--- src/rtl/io_mmio_pkg.sv ---
// io_mmio_pkg: shared constants for the UART MMIO block.
//   - Register byte offsets within the I/O region (only [7:2] decoded).
//   - STATUS register bit positions.
//   - io_word(): offset -> decoded word index.
package io_mmio_pkg;

    localparam int unsigned BYTE_W = 8;
    localparam int unsigned WORD_W = 32;

    localparam logic [7:0] IO_STATUS  = 8'h00;
    localparam logic [7:0] IO_RX_DATA = 8'h04;
    localparam logic [7:0] IO_TX_DATA = 8'h08;
    localparam logic [7:0] IO_CYCLE   = 8'h10;
    localparam logic [7:0] IO_INSTRET = 8'h14;
    localparam logic [7:0] IO_CNT_RST = 8'h18;

    localparam int unsigned STATUS_TX_NOT_FULL  = 0;
    localparam int unsigned STATUS_RX_NOT_EMPTY = 1;

    // Word index used for decode; byte lanes within a word alias.
    function automatic logic [5:0] io_word(input logic [7:0] off);
        return 6'(off >> 2);
    endfunction

endpackage

--- src/rtl/io_byte_fifo.sv ---
// io_byte_fifo: show-ahead byte buffer used for the UART RX and TX paths.
// Build option: IO_UART_FIFO_EN defined   -> DEPTH-entry circular FIFO.
//               IO_UART_FIFO_EN undefined -> single holding register (depth 1).
// Ports:
//   clk, rst      clock, asynchronous active-high reset
//   i_push, i_din write request and data (ignored when full)
//   i_pop         read request (ignored when empty)
//   o_full        no room for another entry
//   o_empty       nothing buffered
//   o_dout        head entry, 0 when empty
module io_byte_fifo #(
    parameter int unsigned WIDTH  = 8,
    parameter int unsigned DEPTH  = 8,
    parameter int unsigned AWIDTH = $clog2(DEPTH)
) (
    input  logic             clk,
    input  logic             rst,
    input  logic             i_push,
    input  logic [WIDTH-1:0] i_din,
    input  logic             i_pop,
    output logic             o_full,
    output logic             o_empty,
    output logic [WIDTH-1:0] o_dout
);

    // Elaboration guard on the configured depth.
    if (DEPTH < 2 || DEPTH > 64 || (DEPTH & (DEPTH - 1)) != 0 || AWIDTH != $clog2(DEPTH))
    begin : g_bad_depth
        $error("io_byte_fifo: DEPTH must be a power of two in 2..64");
    end

    logic w_do_push;
    logic w_do_pop;

    assign w_do_push = i_push && !o_full;
    assign w_do_pop  = i_pop && !o_empty;

`ifdef IO_UART_FIFO_EN
    // Pointers carry one extra MSB so full and empty are distinguishable.
    logic [WIDTH-1:0] r_mem [DEPTH];
    logic [AWIDTH:0]  r_wptr;
    logic [AWIDTH:0]  r_rptr;

    assign o_empty = (r_wptr == r_rptr);
    assign o_full  = (r_wptr[AWIDTH] != r_rptr[AWIDTH]) &&
                     (r_wptr[AWIDTH-1:0] == r_rptr[AWIDTH-1:0]);
    assign o_dout  = o_empty ? '0 : r_mem[r_rptr[AWIDTH-1:0]];

    // Pointer update.
    always_ff @(posedge clk or posedge rst) begin
        if (rst) begin
            r_wptr <= '0;
            r_rptr <= '0;
        end else begin
            if (w_do_push) r_wptr <= r_wptr + (AWIDTH+1)'(1);
            if (w_do_pop)  r_rptr <= r_rptr + (AWIDTH+1)'(1);
        end
    end

    // Storage; contents need no reset because o_dout is masked when empty.
    always_ff @(posedge clk) begin
        if (w_do_push) r_mem[r_wptr[AWIDTH-1:0]] <= i_din;
    end
`else
    logic             r_valid;
    logic [WIDTH-1:0] r_data;

    assign o_full  = r_valid;
    assign o_empty = !r_valid;
    assign o_dout  = r_valid ? r_data : '0;

    // Push only when empty and pop only when valid, so they never coincide.
    always_ff @(posedge clk or posedge rst) begin
        if (rst) begin
            r_valid <= 1'b0;
            r_data  <= '0;
        end else if (w_do_pop) begin
            r_valid <= 1'b0;
        end else if (w_do_push) begin
            r_valid <= 1'b1;
            r_data  <= i_din;
        end
    end
`endif

endmodule

--- src/rtl/io_mmio_uart_ctrl.sv ---
// io_mmio_uart_ctrl: memory-mapped UART buffers plus cycle/instret counters.
// Build option: IO_UART_FIFO_EN selects FIFO_DEPTH-entry buffers; otherwise
// each direction uses a single holding register.
// Ports:
//   clk, rst            clock, asynchronous active-high reset
//   io_addr/io_re/io_we/io_wdata  CPU access (offset, read strobe, byte enables, data)
//   io_rdata            registered read data, valid the cycle after io_re
//   inst_retire         one pulse per retired instruction
//   rx_data/rx_valid/rx_ready     byte stream from uart_receiver
//   tx_data/tx_valid/tx_ready     byte stream to uart_transmitter
import io_mmio_pkg::*;

module io_mmio_uart_ctrl #(
    parameter int unsigned FIFO_DEPTH = 8
) (
    input  logic              clk,
    input  logic              rst,
    input  logic [7:0]        io_addr,
    input  logic              io_re,
    input  logic [3:0]        io_we,
    input  logic [WORD_W-1:0] io_wdata,
    output logic [WORD_W-1:0] io_rdata,
    input  logic              inst_retire,
    input  logic [BYTE_W-1:0] rx_data,
    input  logic              rx_valid,
    output logic              rx_ready,
    output logic [BYTE_W-1:0] tx_data,
    output logic              tx_valid,
    input  logic              tx_ready
);

    localparam int unsigned FIFO_AWIDTH = $clog2(FIFO_DEPTH);

    localparam logic [5:0] WD_STATUS  = io_word(IO_STATUS);
    localparam logic [5:0] WD_RX_DATA = io_word(IO_RX_DATA);
    localparam logic [5:0] WD_TX_DATA = io_word(IO_TX_DATA);
    localparam logic [5:0] WD_CYCLE   = io_word(IO_CYCLE);
    localparam logic [5:0] WD_INSTRET = io_word(IO_INSTRET);
    localparam logic [5:0] WD_CNT_RST = io_word(IO_CNT_RST);

    logic [5:0]        w_word;
    logic              w_is_wr;
    logic              w_rx_full, w_rx_empty, w_rx_push, w_rx_pop;
    logic              w_tx_full, w_tx_empty, w_tx_push, w_tx_pop;
    logic              w_cnt_clr;
    logic [BYTE_W-1:0] w_rx_dout;
    logic [BYTE_W-1:0] w_tx_dout;
    logic [WORD_W-1:0] w_rd_mux;
    logic [WORD_W-1:0] r_cycle;
    logic [WORD_W-1:0] r_instret;
    logic              w_unused;

    assign w_word    = io_word(io_addr);
    assign w_is_wr   = |io_we;
    assign w_cnt_clr = w_is_wr && (w_word == WD_CNT_RST);
    assign w_unused  = ^io_wdata[WORD_W-1:BYTE_W];

    // RX: ready follows the registered full flag, so a pop frees a slot next cycle.
    assign rx_ready  = !w_rx_full && !rst;
    assign w_rx_push = rx_valid && rx_ready;
    assign w_rx_pop  = io_re && (w_word == WD_RX_DATA) && !w_rx_empty;

    // TX: only byte lane 0 carries data; writes while full are dropped in the buffer.
    assign w_tx_push = io_we[0] && (w_word == WD_TX_DATA);
    assign tx_valid  = !w_tx_empty;
    assign tx_data   = w_tx_dout;
    assign w_tx_pop  = tx_valid && tx_ready;

    io_byte_fifo #(
        .WIDTH  (BYTE_W),
        .DEPTH  (FIFO_DEPTH),
        .AWIDTH (FIFO_AWIDTH)
    ) u_rx_fifo (
        .clk     (clk),
        .rst     (rst),
        .i_push  (w_rx_push),
        .i_din   (rx_data),
        .i_pop   (w_rx_pop),
        .o_full  (w_rx_full),
        .o_empty (w_rx_empty),
        .o_dout  (w_rx_dout)
    );

    io_byte_fifo #(
        .WIDTH  (BYTE_W),
        .DEPTH  (FIFO_DEPTH),
        .AWIDTH (FIFO_AWIDTH)
    ) u_tx_fifo (
        .clk     (clk),
        .rst     (rst),
        .i_push  (w_tx_push),
        .i_din   (io_wdata[BYTE_W-1:0]),
        .i_pop   (w_tx_pop),
        .o_full  (w_tx_full),
        .o_empty (w_tx_empty),
        .o_dout  (w_tx_dout)
    );

    // Read mux; write-only and unmapped offsets read as zero.
    always_comb begin
        w_rd_mux = '0;
        case (w_word)
            WD_STATUS: begin
                w_rd_mux[STATUS_TX_NOT_FULL]  = !w_tx_full;
                w_rd_mux[STATUS_RX_NOT_EMPTY] = !w_rx_empty;
            end
            WD_RX_DATA: w_rd_mux = WORD_W'(w_rx_dout);
            WD_CYCLE:   w_rd_mux = r_cycle;
            WD_INSTRET: w_rd_mux = r_instret;
            default:    w_rd_mux = '0;
        endcase
    end

    // Read data register holds until the next read strobe.
    always_ff @(posedge clk or posedge rst) begin
        if (rst) begin
            io_rdata <= '0;
        end else if (io_re) begin
            io_rdata <= w_rd_mux;
        end
    end

    // Free-running counters; a clear write wins over that cycle's increment.
    always_ff @(posedge clk or posedge rst) begin
        if (rst) begin
            r_cycle   <= '0;
            r_instret <= '0;
        end else if (w_cnt_clr) begin
            r_cycle   <= '0;
            r_instret <= '0;
        end else begin
            r_cycle <= r_cycle + WORD_W'(1);
            if (inst_retire) r_instret <= r_instret + WORD_W'(1);
        end
    end

endmodule

--- config.mk ---
export PLATFORM = sky130hd
export DESIGN_NAME = io_mmio_uart_ctrl
export DESIGN_NICKNAME = d
export VERILOG_FILES = /design/src/rtl/io_mmio_pkg.sv /design/src/rtl/io_byte_fifo.sv /design/src/rtl/io_mmio_uart_ctrl.sv
export SDC_FILE = /design/constraint.sdc
export NUM_CORES = 1
export LEC_CHECK = 0
export BUFFER_PORTS_ARGS = -buffer_cell sky130_fd_sc_hd__buf_2
export CELL_PAD_IN_SITES_DETAIL_PLACEMENT = 1
export CELL_PAD_IN_SITES_GLOBAL_PLACEMENT = 2
export CORE_MARGIN = 5
export CORE_UTILIZATION = 35
export DETAILED_ROUTE_END_ITERATION = 10
export GPL_TIMING_DRIVEN = 0
export PLACE_DENSITY_LB_ADDON = 0.15
export REMOVE_ABC_BUFFERS = 1
export SYNTH_ARGS = -nofsm -noshare
export SYNTH_HDL_FRONTEND = slang
export SYNTH_SLANG_ARGS = --single-unit
--- constraint.sdc ---
create_clock -name clk -period 4 [get_ports clk]
set_clock_uncertainty 0.1 [all_clocks]
set_input_delay 0.6 -clock clk [delete_from_list [all_inputs] [get_ports clk]]
set_output_delay 0.6 -clock clk [all_outputs]
set_load 0.01 [all_outputs]
* After elaboration in Yosys (flattened, before gate mapping)
Cells that the tools add are included.
** Word-level totals
- Word-level logic and storage cells :: 48
- Flip-flop bits (word level) :: 114
- Bits of input ports :: 58
- Output and inout port bits :: 42
** Cells by class
- Bitwise logic cells :: 2
- Add/subtract/negate cells :: 2
- Reduce and logical (&&, ||, !) cells :: 21
- Multiplexer cells :: 11
- Equal/unequal tests :: 5
** Operators with widths (number)
- 2-to-1 mux 32 bit :: 3
- one-hot mux 30 bit (3 select lines) :: 1
- adder 32 x 1 -> 32 bit (second input constant) :: 2
- == test 6 x 3 -> 1 bit (second input constant) :: 3
- 2-to-1 mux 8 bit :: 2
- logical AND 1 bit :: 11
- one-hot mux 2 bit (4 select lines) :: 1
- == test 6 x 1 -> 1 bit (second input constant) :: 1
- == test 6 x 2 -> 1 bit (second input constant) :: 1
- logical NOT 6 bit :: 1
- nonzero test 2 bit :: 3
- 2-to-1 mux 1 bit :: 4
- AND reduction 2 bit :: 2
- OR reduction 4 bit :: 1
- logical NOT 1 bit :: 3
- NOT 1 bit :: 2

* Longest topological paths before layout
- Depth after elaboration :: 6
- Gate-level depth with buffers :: 7
- Mapped depth without buffers :: 5

* Cells and area by module
From an unflattened synthesis, not the netlist that was laid out.
** Second synthesis, totals
- Cells, all modules :: 541
- Area total of the unflattened synthesis :: 5850.6 µm²
** Modules (own cells, without submodules)
- io_mmio_uart_ctrl :: cells an instance 481, seq. area each 2402.3 µm², times used 1, area an instance 4969.8 µm²
- io_byte_fifo :: cells an instance 30, seq. area each 225.2 µm², times used 2, area an instance 440.4 µm²

* Worst setup path after synthesis
Ideal clock, no wire load.
- Path type :: input to register
- Start point :: input port inst_retire
- End point :: register r_instret[25]
- Stages :: 6
- Data required time :: 3.822 ns
- Arrival :: 2.090 ns
- Path buffers :: 2
- Slack :: 1.732 ns
- Setup time :: 0.078 ns
- Path through :: clkbuf_1 > and4_1 > clkbuf_1 > nand4_1 > or4_1 > a21oi_1
** Between the ends
- Word-level cells in the longest chain between the ends :: 1
** RTL lines
- start: declaration :: line io_mmio_uart_ctrl.sv:23 : input logic inst_retire,
- nonzero test 2 bit (no source line)
- end signal: assignment :: line io_mmio_uart_ctrl.sv:133 : if (inst_retire) r_instret <= r_instret + WORD_W'(1);
- end: declaration :: line io_mmio_uart_ctrl.sv:50 : logic [WORD_W-1:0] r_instret;
Every way passes these cells.
A chain may end at the register's enable or synchronous reset.

* Worst setup path in the final report
- Start point :: input port io_addr[7]
- End point :: register io_rdata[6]
** Between the ends
- Word-level cells in the longest chain between the ends :: 2
- Elaborated cells between the ends (all ways) :: 4
- Those cells by class :: eq/ne (3); mux (1)
** RTL lines
- start: declaration :: line io_mmio_uart_ctrl.sv:18 : input logic [7:0] io_addr,
- == test 6 x 3 -> 1 bit / == test 6 x 1 -> 1 bit (equally long branches) :: line io_mmio_uart_ctrl.sv:102 : case (w_word)
- one-hot mux 30 bit (3 select lines) * :: line io_mmio_uart_ctrl.sv:102
- end signal: assignment :: line io_mmio_uart_ctrl.sv:119 : io_rdata <= w_rd_mux;
- end: declaration :: line io_mmio_uart_ctrl.sv:22 : output logic [WORD_W-1:0] io_rdata,
Every way passes the cells marked *; elsewhere a longest branch is shown, timed or not.

==> metrics.csv <==
stage,metric,value,unit
pwr,comb_power_share,14.0,%
clock_network,clk_latency,0.41,ns
synth,ys_types,40,
synth,synthTopCellsByCount,"dfrtp_1 (114), nand2_1 (56), inv_1 (44)",
synth,ys_seq_elements,114,
clock_network,cts_buffers,17,
sta,tightest_slew,1.22,ns
synth,synth-edff-count,0,
sta,hold_violations,0,
sta,setup-violations-final,0,
pwr,cellPowerDensity,530,nW/um^2
synth,synth.top_cell.area_share,49.4,%
sta,max_freq,0.366,GHz
floorplan,row_count,47,
worst_setup_path,crit_required,4.22,ns
worst_setup_path,path_class,in -> reg,
floorplan,die_w,139,um
place,placed_cell_area,6320,sq um
worst_setup_path,cp_max_fo,30,
clock_network,cts_resized,0,
synth,syn_avg_cell_area,9.73,sq um
worst_setup_path,r2r_setup_slack,1.45,ns
synth,ys_warn_count,0,
synth,ys.flop_type,dfrtp_1,
pwr,p_int,2.62,mW
synth,synth_top_area_cell,dfrtp_1,
routing,routed_wirelength,15300,um
routing,vias,4709,
sta,rsz0062_at_grt,no,
worst_setup_path,startpoint,io_addr[7],
pwr,power_leakage,2.96,nW
run_status,outcome,"complete, no violations",
floorplan,die_area,19200,sq um
grt,grt_antenna_before_repair,0,
flow_run,cap_viol_max_count,0,
routing,routed_via_density,5.33,
synth,netlist_area,5780,sq um
floorplan,initial_utilization,35.2,%
routing,first_iter_violations,205,
final_layout,final_cells,884,
final_layout,nFillCells,1864,
clock_network,cts.path.max_buffers,2,
pwr,p_sw,1.04,mW
sta,fin_crit_sh,68.4,%
worst_hold_path,hp-class,in -> async,
worst_setup_path,cp-start-kind,input port,
pwr,power_switching_share,28.5,%
synth,ys_seq_area_share,49.4,%
worst_setup_path,setup.worst_path.end,io_rdata[6],
routing,drc,0,
clock_network,cts_root_buf,clkbuf_16,
worst_setup_path,reg2reg_to,r_cycle[28],
routing,firstDrtPassIters,5,
pwr,pwr-share-clk,42.4,%
floorplan,coreArea,16400,sq um
pwr,pwr-share-seq,43.6,%
final_layout,n_antenna_cell,0,
worst_setup_path,cp.arrival,2.96,ns
clock_network,clock-sinks,114,
clock_network,postCtsSetupBuffers,0,
sta,relSlewSlack,18.7,%
worst_setup_path,reg2reg_from,r_cycle[0],
place,dpl.hpwl,10300,um
synth,synth_most_common_cell,dfrtp_1,
final_layout,area_growth,19.9,%
routing,wire_per_inst,17.3,um
clock_network,cts-hold-fix-buffers,0,
worst_setup_path,cp-end-kind,flip-flop,
clock_network,htreeDepth,4,
worst_setup_path,rr_worst_depth,5,
grt,grt_pass1_vias,4976,
clock_network,cts_tree,built,
synth,synth_cells,594,
sta,setup_tns,0,ns
place,placed_cells,853,
sta,fin_crit,2.73,ns
grt,grt_max_degree,94,
place,portBuffers,73,
final_layout,nets,712,
final_layout,postLayoutCellArea,6930,sq um
grt,grt_pass1_wl,25800,um
place,place_congestion,0.762,
routing,drtAntennaViolNets,0,
clock_network,clkTransAtPathRegs,0.05,ns
sta,slew_violations,0,
final_layout,drive_above_1_share,22.4,%
pwr,ir_drop,0.292,mV
floorplan,die_h,139,um
floorplan,ios,100,
synth,synth-async-reset-ratio,100,%
grt,grt_overflow,0,
grt,grt_usage,16.5,%
synth,synth_area_leaders,"dfrtp_1 (49%), mux2_2 (7.2%), nand2_1 (3.6%), a21oi_1 (3.4%), o22ai_1 (3.2%)",
==> logic make-up (layout without fill, tap and decap cells) <==
| group | count (synthesis) | count (layout) | synth area share (%) |
|---|---|---|---|
| AND/OR/NAND/NOR | 206 | 206 | 19.6 |
| buffers and inverters | 80 | 150 | 5.46 |
| adder cells (fa/ha/maj) | 2 | 2 | 0.433 |
| flip-flops | 114 | 114 | 49.4 |
| multiplexers | 47 | 47 | 8.94 |
| XOR/XNOR | 20 | 20 | 3.03 |
| AO/OA/AOI/OAI | 125 | 125 | 13.2 |
==> registers in the layout, summed over array words and instances, names as in the netlist <==
register / flops
io_rdata: 32
r_cycle: 32
r_instret: 32
u_rx_fifo.o_full: 1
u_tx_fifo.o_full: 1
u_tx_fifo.r_data: 8
u_rx_fifo.r_data: 8
==> power by group through the flow <==
stage	Sequential [mW]	Combinational, mW	Clock, mW
6_report	1.60	0.513	1.55
5_1_grt	1.64	0.587	1.64
4_1_cts	1.60	0.525	1.59
3_5_place_dp	1.62	0.521	0
3_3_place_gp	1.61	0.491	0
2_1_floorplan	1.54	0.383	0
==> area by class of cell <==
type / count / area [sq um] / area share, %
Sequential cell: 114 / 2850 / 41.2
Multi-Input combinational cell: 400 / 2610 / 37.7
Clock buffer: 21 / 470 / 6.79
Timing Repair Buffer: 75 / 413 / 5.96
Tap cell: 220 / 275 / 3.97
Inverter: 44 / 170 / 2.46
Clock inverter: 10 / 133 / 1.91
==> worst min-delay path by stage <==
stage,slack (ns),depth (start not counted),end
6_report,0.03,2,u_rx_fifo.r_data[2]
5_1_grt,0.04,2,u_rx_fifo.r_data[2]
4_1_cts,0.02,2,u_rx_fifo.r_data[2]
3_5_place_dp,0.40,1,u_tx_fifo.r_data[2]
3_3_place_gp,0.38,1,u_tx_fifo.r_data[7]
2_1_floorplan,0.35,1,r_cycle[0]
==> placed cells by master, fill, tap and decap left out, types with 25 or more instances in the layout <==
| cell | count |
|---|---|
| a21oi_1 | 39 |
| o22ai_1 | 30 |
| dfrtp_1 | 114 |
| or4_1 | 25 |
| nor2_1 | 26 |
| buf_2 | 73 |
| mux2_2 | 37 |
| inv_1 | 43 |
| nand2_1 | 56 |
==> critical path, cell delays in order <==
cell	delay (ns)
buf_2	0.10
nor4_1	0.79
nand2_1	0.97
a2bb2oi_1	0.36
o22ai_1	0.12
==> per-stage QoR <==
step	utilization, %	hold slack (ns)	setup slack [ns]	total power, mW
2_1_floorplan	-	0.355	0.284	1.92
5_1_grt	42.2	0.0357	0.949	3.87
4_1_cts	42.2	0.0227	1.25	3.72
3_3_place_gp	38.2	0.380	-1.35	2.10
3_5_place_dp	38.5	0.396	0.792	2.14
6_report	42.2	0.0289	1.27	3.67
==> routing by layer <==
layer / GRT usage, % / vias to the layer above / routed length, um
met2: 27.7 / 63 / 7650
met4: 4.47 / 0 / 140
met1: 21.3 / 2358 / 6950
li1: - / 2277 / -
met3: 4.14 / 11 / 518
met5: 0 / - / 0
(Power assumes the default switching activity.)
